File: config.mk
export PLATFORM = sky130hd
export DESIGN_NAME = scroll_msg_player
export DESIGN_NICKNAME = d
export VERILOG_FILES = /design/src/rtl/scroll_pkg.sv /design/src/rtl/scroll_msg_player_glyph_font_rom.sv /design/src/rtl/scroll_msg_player.sv
export SDC_FILE = /design/constraint.sdc
export NUM_CORES = 1
export LEC_CHECK = 0
export CAP_MARGIN = 20
export CORE_MARGIN = 2
export CORE_UTILIZATION = 62
export DETAILED_ROUTE_END_ITERATION = 8
export GPL_TIMING_DRIVEN = 0
export PLACE_DENSITY = 0.83
export SYNTH_ARGS = -nofsm -noshare
export SYNTH_HDL_FRONTEND = slang
export SYNTH_SLANG_ARGS = --single-unit
File: constraint.sdc
create_clock -name clk -period 10.5 [get_ports clk]
set_clock_uncertainty 0.1 [all_clocks]
set_input_delay 2.1 -clock clk [delete_from_list [all_inputs] [get_ports clk]]
set_output_delay 2.1 -clock clk [all_outputs]
set_load 0.1 [all_outputs]
File: src/rtl/scroll_pkg.sv
`default_nettype none
// ============================================================================
// Module      : scroll_pkg
// Description : Shared types, widths and the raw-column mapping for the
//               scrolling message player.
// Revision    : 1.0 - initial release
// ============================================================================
package scroll_pkg;

    // Player control states
    typedef enum logic [0:0] {
        IDLE = 1'b0,
        PLAY = 1'b1
    } state_t;

    // Width of one stored message word
    localparam int WORD_W    = 7;
    // Bit that marks a word as a font glyph rather than a raw column
    localparam int GLYPH_BIT = 6;
    // Columns per glyph held in the font ROM
    localparam int FONT_COLS = 8;

    // A raw word's six pixels sit in the middle of the 8-pixel column,
    // leaving the top and bottom LEDs dark.
    function automatic logic [7:0] raw_col(input logic [5:0] pixels);
        return {1'b0, pixels, 1'b0};
    endfunction

endpackage
`default_nettype wire

File: src/rtl/scroll_msg_player_glyph_font_rom.sv
`default_nettype none
// ============================================================================
// Module      : glyph_font_rom
// Description : Combinational 5x7 font, 64 glyphs x 8 columns, code is
//               ASCII-0x20. Column 0 and every undefined entry read as 0.
// Revision    : 1.0 - initial release
// ============================================================================
module glyph_font_rom
    import scroll_pkg::*;
(
    input  logic [5:0]                   code,
    input  logic [$clog2(FONT_COLS)-1:0] col,
    output logic [7:0]                   col_bits
);

    // Sparse case ROM; bit 0 is the top pixel of the column
    always_comb begin
        col_bits = 8'h00;
        case ({code, col})
            // '!'
            {6'h01, 3'd3}: col_bits = 8'h5F;
            // '0'
            {6'h10, 3'd1}: col_bits = 8'h3E;
            {6'h10, 3'd2}: col_bits = 8'h51;
            {6'h10, 3'd3}: col_bits = 8'h49;
            {6'h10, 3'd4}: col_bits = 8'h45;
            {6'h10, 3'd5}: col_bits = 8'h3E;
            // '1'
            {6'h11, 3'd2}: col_bits = 8'h42;
            {6'h11, 3'd3}: col_bits = 8'h7F;
            {6'h11, 3'd4}: col_bits = 8'h40;
            // 'A'
            {6'h21, 3'd1}: col_bits = 8'h7C;
            {6'h21, 3'd2}: col_bits = 8'h12;
            {6'h21, 3'd3}: col_bits = 8'h11;
            {6'h21, 3'd4}: col_bits = 8'h11;
            {6'h21, 3'd5}: col_bits = 8'h12;
            {6'h21, 3'd6}: col_bits = 8'h7C;
            // 'B'
            {6'h22, 3'd1}: col_bits = 8'h7F;
            {6'h22, 3'd2}: col_bits = 8'h49;
            {6'h22, 3'd3}: col_bits = 8'h49;
            {6'h22, 3'd4}: col_bits = 8'h49;
            {6'h22, 3'd5}: col_bits = 8'h36;
            // 'H'
            {6'h28, 3'd1}: col_bits = 8'h7F;
            {6'h28, 3'd2}: col_bits = 8'h08;
            {6'h28, 3'd3}: col_bits = 8'h08;
            {6'h28, 3'd4}: col_bits = 8'h08;
            {6'h28, 3'd5}: col_bits = 8'h7F;
            // 'I'
            {6'h29, 3'd2}: col_bits = 8'h41;
            {6'h29, 3'd3}: col_bits = 8'h7F;
            {6'h29, 3'd4}: col_bits = 8'h41;
            default:       col_bits = 8'h00;
        endcase
    end

endmodule
`default_nettype wire

File: src/rtl/scroll_msg_player.sv
`default_nettype none
// ============================================================================
// Module      : scroll_msg_player
// Description : Message store plus tick-paced column scroller. Words are
//               either raw columns or font glyphs expanded to GLYPH_COLS
//               columns; playback is one-shot or looping.
// Revision    : 1.0 - initial release
// ============================================================================
module scroll_msg_player
    import scroll_pkg::*;
#(
    parameter int WORD_COUNT = 20,
    parameter int GLYPH_COLS = 8
) (
    input  logic              clk,
    input  logic              rst,
    input  logic              wr_en,
    input  logic [WORD_W-1:0] wr_data,
    input  logic              clr,
    input  logic              play,
    input  logic              loop,
    input  logic              tick,
    output logic [7:0]        col_out,
    output logic              col_valid,
    output logic              busy,
    output logic              done,
    output logic              overflow
);

    localparam int PTR_W  = $clog2(WORD_COUNT);
    localparam int FILL_W = $clog2(WORD_COUNT + 1);
    localparam int COL_W  = $clog2(GLYPH_COLS);
    localparam int ROM_CW = $clog2(FONT_COLS);

    state_t             state_q,   state_d;
    logic [FILL_W-1:0]  fill_q,    fill_d;
    logic [PTR_W-1:0]   rd_ptr_q,  rd_ptr_d;
    logic [COL_W-1:0]   col_q,     col_d;
    logic [WORD_W-1:0]  mem_q [WORD_COUNT];
    logic [WORD_W-1:0]  mem_d [WORD_COUNT];
    logic [7:0]         col_out_q, col_out_d;
    logic               col_valid_q, col_valid_d;
    logic               busy_q,    busy_d;
    logic               done_q,    done_d;
    logic               overflow_q, overflow_d;
    // Set when a one-shot pass completes; a still-high play must drop
    // before it can start another pass, otherwise a level play would
    // immediately replay the message.
    logic               rearm_q,   rearm_d;

    logic [WORD_W-1:0]  cur_word;
    logic               is_glyph;
    logic [7:0]         glyph_bits;
    logic               last_col;
    logic               last_word;

    assign cur_word  = mem_q[rd_ptr_q];
    assign is_glyph  = cur_word[GLYPH_BIT];
    assign last_col  = !is_glyph || (col_q == COL_W'(GLYPH_COLS - 1));
    assign last_word = (FILL_W'(rd_ptr_q) == (fill_q - FILL_W'(1)));

    glyph_font_rom u_font (
        .code     (cur_word[5:0]),
        .col      (ROM_CW'(col_q)),
        .col_bits (glyph_bits)
    );

    // Next-state logic for the store, the FSM, counters and outputs
    always_comb begin
        state_d     = state_q;
        fill_d      = fill_q;
        rd_ptr_d    = rd_ptr_q;
        col_d       = col_q;
        mem_d       = mem_q;
        col_out_d   = col_out_q;
        col_valid_d = 1'b0;
        done_d      = 1'b0;
        overflow_d  = 1'b0;
        rearm_d     = rearm_q;

        case (state_q)
            IDLE: begin
                col_out_d = 8'h00;
                if (!play) begin
                    rearm_d = 1'b0;
                end
                if (clr) begin
                    fill_d = '0;
                end else if (wr_en) begin
                    if (fill_q < FILL_W'(WORD_COUNT)) begin
                        mem_d[fill_q[PTR_W-1:0]] = wr_data;
                        fill_d = fill_q + FILL_W'(1);
                    end else begin
                        overflow_d = 1'b1;
                    end
                end
                // Start decision sees this cycle's write so the pass uses
                // the updated fill.
                if (play && !rearm_q && (fill_d != '0)) begin
                    state_d  = PLAY;
                    rd_ptr_d = '0;
                    col_d    = '0;
                end
            end

            PLAY: begin
                // done_q marks the cycle showing the final one-shot column;
                // the blanking return to IDLE follows it.
                if (!play || done_q) begin
                    state_d   = IDLE;
                    col_out_d = 8'h00;
                end else if (tick) begin
                    col_valid_d = 1'b1;
                    col_out_d   = is_glyph ? glyph_bits : raw_col(cur_word[5:0]);
                    if (last_col) begin
                        col_d = '0;
                        if (last_word) begin
                            rd_ptr_d = '0;
                            if (!loop) begin
                                done_d  = 1'b1;
                                rearm_d = 1'b1;
                            end
                        end else begin
                            rd_ptr_d = rd_ptr_q + PTR_W'(1);
                        end
                    end else begin
                        col_d = col_q + COL_W'(1);
                    end
                end
            end

            default: begin
                state_d   = IDLE;
                col_out_d = 8'h00;
            end
        endcase

        busy_d = (state_d == PLAY);
    end

    // State and output registers with asynchronous clear
    always_ff @(posedge clk or posedge rst) begin
        if (rst) begin
            state_q     <= IDLE;
            fill_q      <= '0;
            rd_ptr_q    <= '0;
            col_q       <= '0;
            mem_q       <= '{default: '0};
            col_out_q   <= 8'h00;
            col_valid_q <= 1'b0;
            busy_q      <= 1'b0;
            done_q      <= 1'b0;
            overflow_q  <= 1'b0;
            rearm_q     <= 1'b0;
        end else begin
            state_q     <= state_d;
            fill_q      <= fill_d;
            rd_ptr_q    <= rd_ptr_d;
            col_q       <= col_d;
            mem_q       <= mem_d;
            col_out_q   <= col_out_d;
            col_valid_q <= col_valid_d;
            busy_q      <= busy_d;
            done_q      <= done_d;
            overflow_q  <= overflow_d;
            rearm_q     <= rearm_d;
        end
    end

    assign col_out   = col_out_q;
    assign col_valid = col_valid_q;
    assign busy      = busy_q;
    assign done      = done_q;
    assign overflow  = overflow_q;

endmodule
`default_nettype wire

==> reports/metrics.cfg <==
[status]
outcome=finished clean

[clock_tree]
clockRootBuffer=clkbuf_16
clockBufferDepth=2
clk_pin_slew_ns=0.06
cts.sinks=165
cts_buffers=17
post_cts_buffers=0
htreeDepth=4
cts_hold_buf=0
insertion_delay_ns=0.43
cts_tree=done
cts_resized=0

[synth]
synthArstFlopShare_pct=100.0
ys_warn_count=0
synth_area_per_cell_um2=12.60
ys_seq_elements=165
synth_cell_types=57
ys.flop_type=dfrtp_1
syn-cell-area_mm2=0.008292
synth_seq_area_share_pct=49.80
syn_nets=683
syn_inst=658
synth_edf_count=0

[global_routing]
antenna_found_initial=0
grt_pass1_wl_mm=31.89
grt_max_degree=100
groute.usage.overall_pct=29.77
first_global_vias=5876
grt_overflow=0

[critical_path]
crit_fanout=7
r2r.worst_path.cells=11
cp-end-kind=flip-flop
r2r_slack_ns=6.79
start_kind=input port
critPathKind=input port to flip-flop
rr_startpoint=rd_ptr_q[1]
cp.arrival_ns=4.69
r2r_end=col_out[2]
worstPathRequired_ns=10.71

[timing]
post-route-period-util_pct=42.67
post-route-min-period_ns=4.480
setup_viol=0
setup_tns_ns=0
rsz0062_at_grt=no
max_freq_mhz=223.2
maxSlewViolCount=0
tightest_slew_ns=1.093
relSlewSlack_pct=26.85
hold_violations=0

[place]
port_buffers=16
dpl_cell_area_mm2=0.008705
routabilityCongestion=0.8721
dp_hpwl_mm=13.80

[die]
ios=26
die_w_um=119.6
dieArea_mm2=0.01431
die_h_um=119.6
start_util_pct=63.11
rows=42
coreArea_mm2=0.01314

[cells_and_area]
nets=720
n_fill_cell=891
syn_to_final_growth_pct=13.37
layout-drive-gt1-share_pct=31.36
antenna_cells=0
finish.instance_area_mm2=0.009400

[power]
leakage_nw=4.202
ir_drop_uv=164.9
p_total_mw=1.878
power_density_mw_per_mm2=199.8

[drt]
drtPass1Iterations=5
routed_wl_mm=20.05
ant_nets=0
wire_per_inst_um=22.68
drc=0
drt-vias-per-instance=6.502
via_count=5748
drt_iter0_drc=567

[min_path]
hp-start=col_out[5]
worstHoldEndpoint=col_out[5]
hold_path.class=flip-flop to flip-flop
holdPathStages=2

[flow_run]
cap_viol_max_count=0

## stage by stage
| stage | hold slack [ns] | instances | util, % | worst slack, ns |
|---|---|---|---|---|
| finish | 0.3861 | 884 | 71.55 | 6.020 |
| global route | 0.4127 | 884 | 71.55 | 5.955 |
| CTS | 0.3893 | 883 | 71.51 | 6.093 |
| detailed placement | 0.3739 | 851 | 66.26 | 5.655 |
| global placement | 0.3803 | 850 | 66.01 | 2.020 |
| floorplan | 0.3739 | 658 | - | 3.838 |
## cell usage after synthesis, types with 7 or more instances
library cell  count  area [um^2]
a22o_1            8        70.07
ha_1             11        137.6
a22oi_1           7        52.55
o31ai_1           9        67.56
nand2_1          44        165.2
mux4_2           24        540.5
a21oi_1           9        45.04
nor2_1           43        161.4
mux2i_1          27        270.3
dfrtp_1         165         4129
mux2_2          142         1599
nor3_1            7        35.03
o21ai_0          19        95.09
clkbuf_1         30        112.6
nand3_1           7        35.03
inv_1            14        52.55
## cells in the final DEF (no fill, tap or decap), types with 7 or more instances in the layout
master           synthesis  final
dfrtp_1                165    165
mux2_2                 142    142
nand2_1                 44     44
nor2_1                  43     43
clkbuf_1                30     31
mux2i_1                 27     27
mux4_2                  24     24
o21ai_0                 19     19
clkbuf_16                0     17
clkdlybuf4s50_1          0     16
inv_1                   14     13
ha_1                    11     11
o31ai_1                  9      9
a21oi_1                  9      9
a22o_1                   8      8
nand3_1                  7      7
nor3_1                   7      7
a22oi_1                  7      7
## report_power, final
part           internal [mW]  total [mW]  switching, mW
clock network          0.466       0.718          0.252
logic                  0.188       0.432          0.245
registers              0.694       0.728         0.0346
total                   1.35        1.88          0.531
## final cells by class
type | instances | area [um^2] | share of cell area, %
Sequential cell | 165 | 4129 | 43.92
Clock inverter | 11 | 220.2 | 2.343
Inverter | 15 | 61.31 | 0.6522
Clock buffer | 21 | 470.5 | 5.005
Buffer | 41 | 201.4 | 2.143
Tap cell | 176 | 220.2 | 2.343
Multi-Input combinational cell | 437 | 3905 | 41.54
Timing Repair Buffer | 18 | 192.7 | 2.050
## how the worst max path moves through the flow
stage	slack, ns	to	start
after detailed placement	5.65	mem_q[114]	clr
after floorplan	3.84	busy	rst
after CTS	6.09	mem_q[117]	clr
after global placement	2.02	mem_q[116]	rst
final	6.02	mem_q[114]	clr
after global routing	5.96	mem_q[114]	clr
## cells by family (layout without fill, tap and decap cells)
family	after synthesis	count (layout)	share of synthesized area [%]
AO/OA/AOI/OAI	82	82	7.198
XOR/XNOR	8	8	0.8451
adder cells (fa/ha/maj)	11	11	1.660
buffers and inverters	56	106	3.108
flip-flops	165	165	49.80
multiplexers	193	193	29.06
other	1	1	0.04523
AND/OR/NAND/NOR	142	142	8.284
## critical path, cell delays in order
cell and delay, ns:
clkdlybuf4s50_1 0.50, nor2_1 0.17, and3_1 0.17, clkbuf_1 0.21, nand2_1 0.22, nor2_1 0.89
mux2_2 0.43
## registers in the layout (all words and copies together), names as in the netlist
name	flops
rearm_q	1
col_out	7
busy	1
mem_q	140
rd_ptr_q	5
fill_q	5
done	1
overflow	1
col_valid	1
col_q	3
## routing by layer
layer,share of wire (%),track usage (%)
met5,0,0
met2,48,48.00
met4,4.5,14.71
met3,7.4,7.605
met1,40,37.71
No activity file was read; power rests on OpenSTA's default activity.
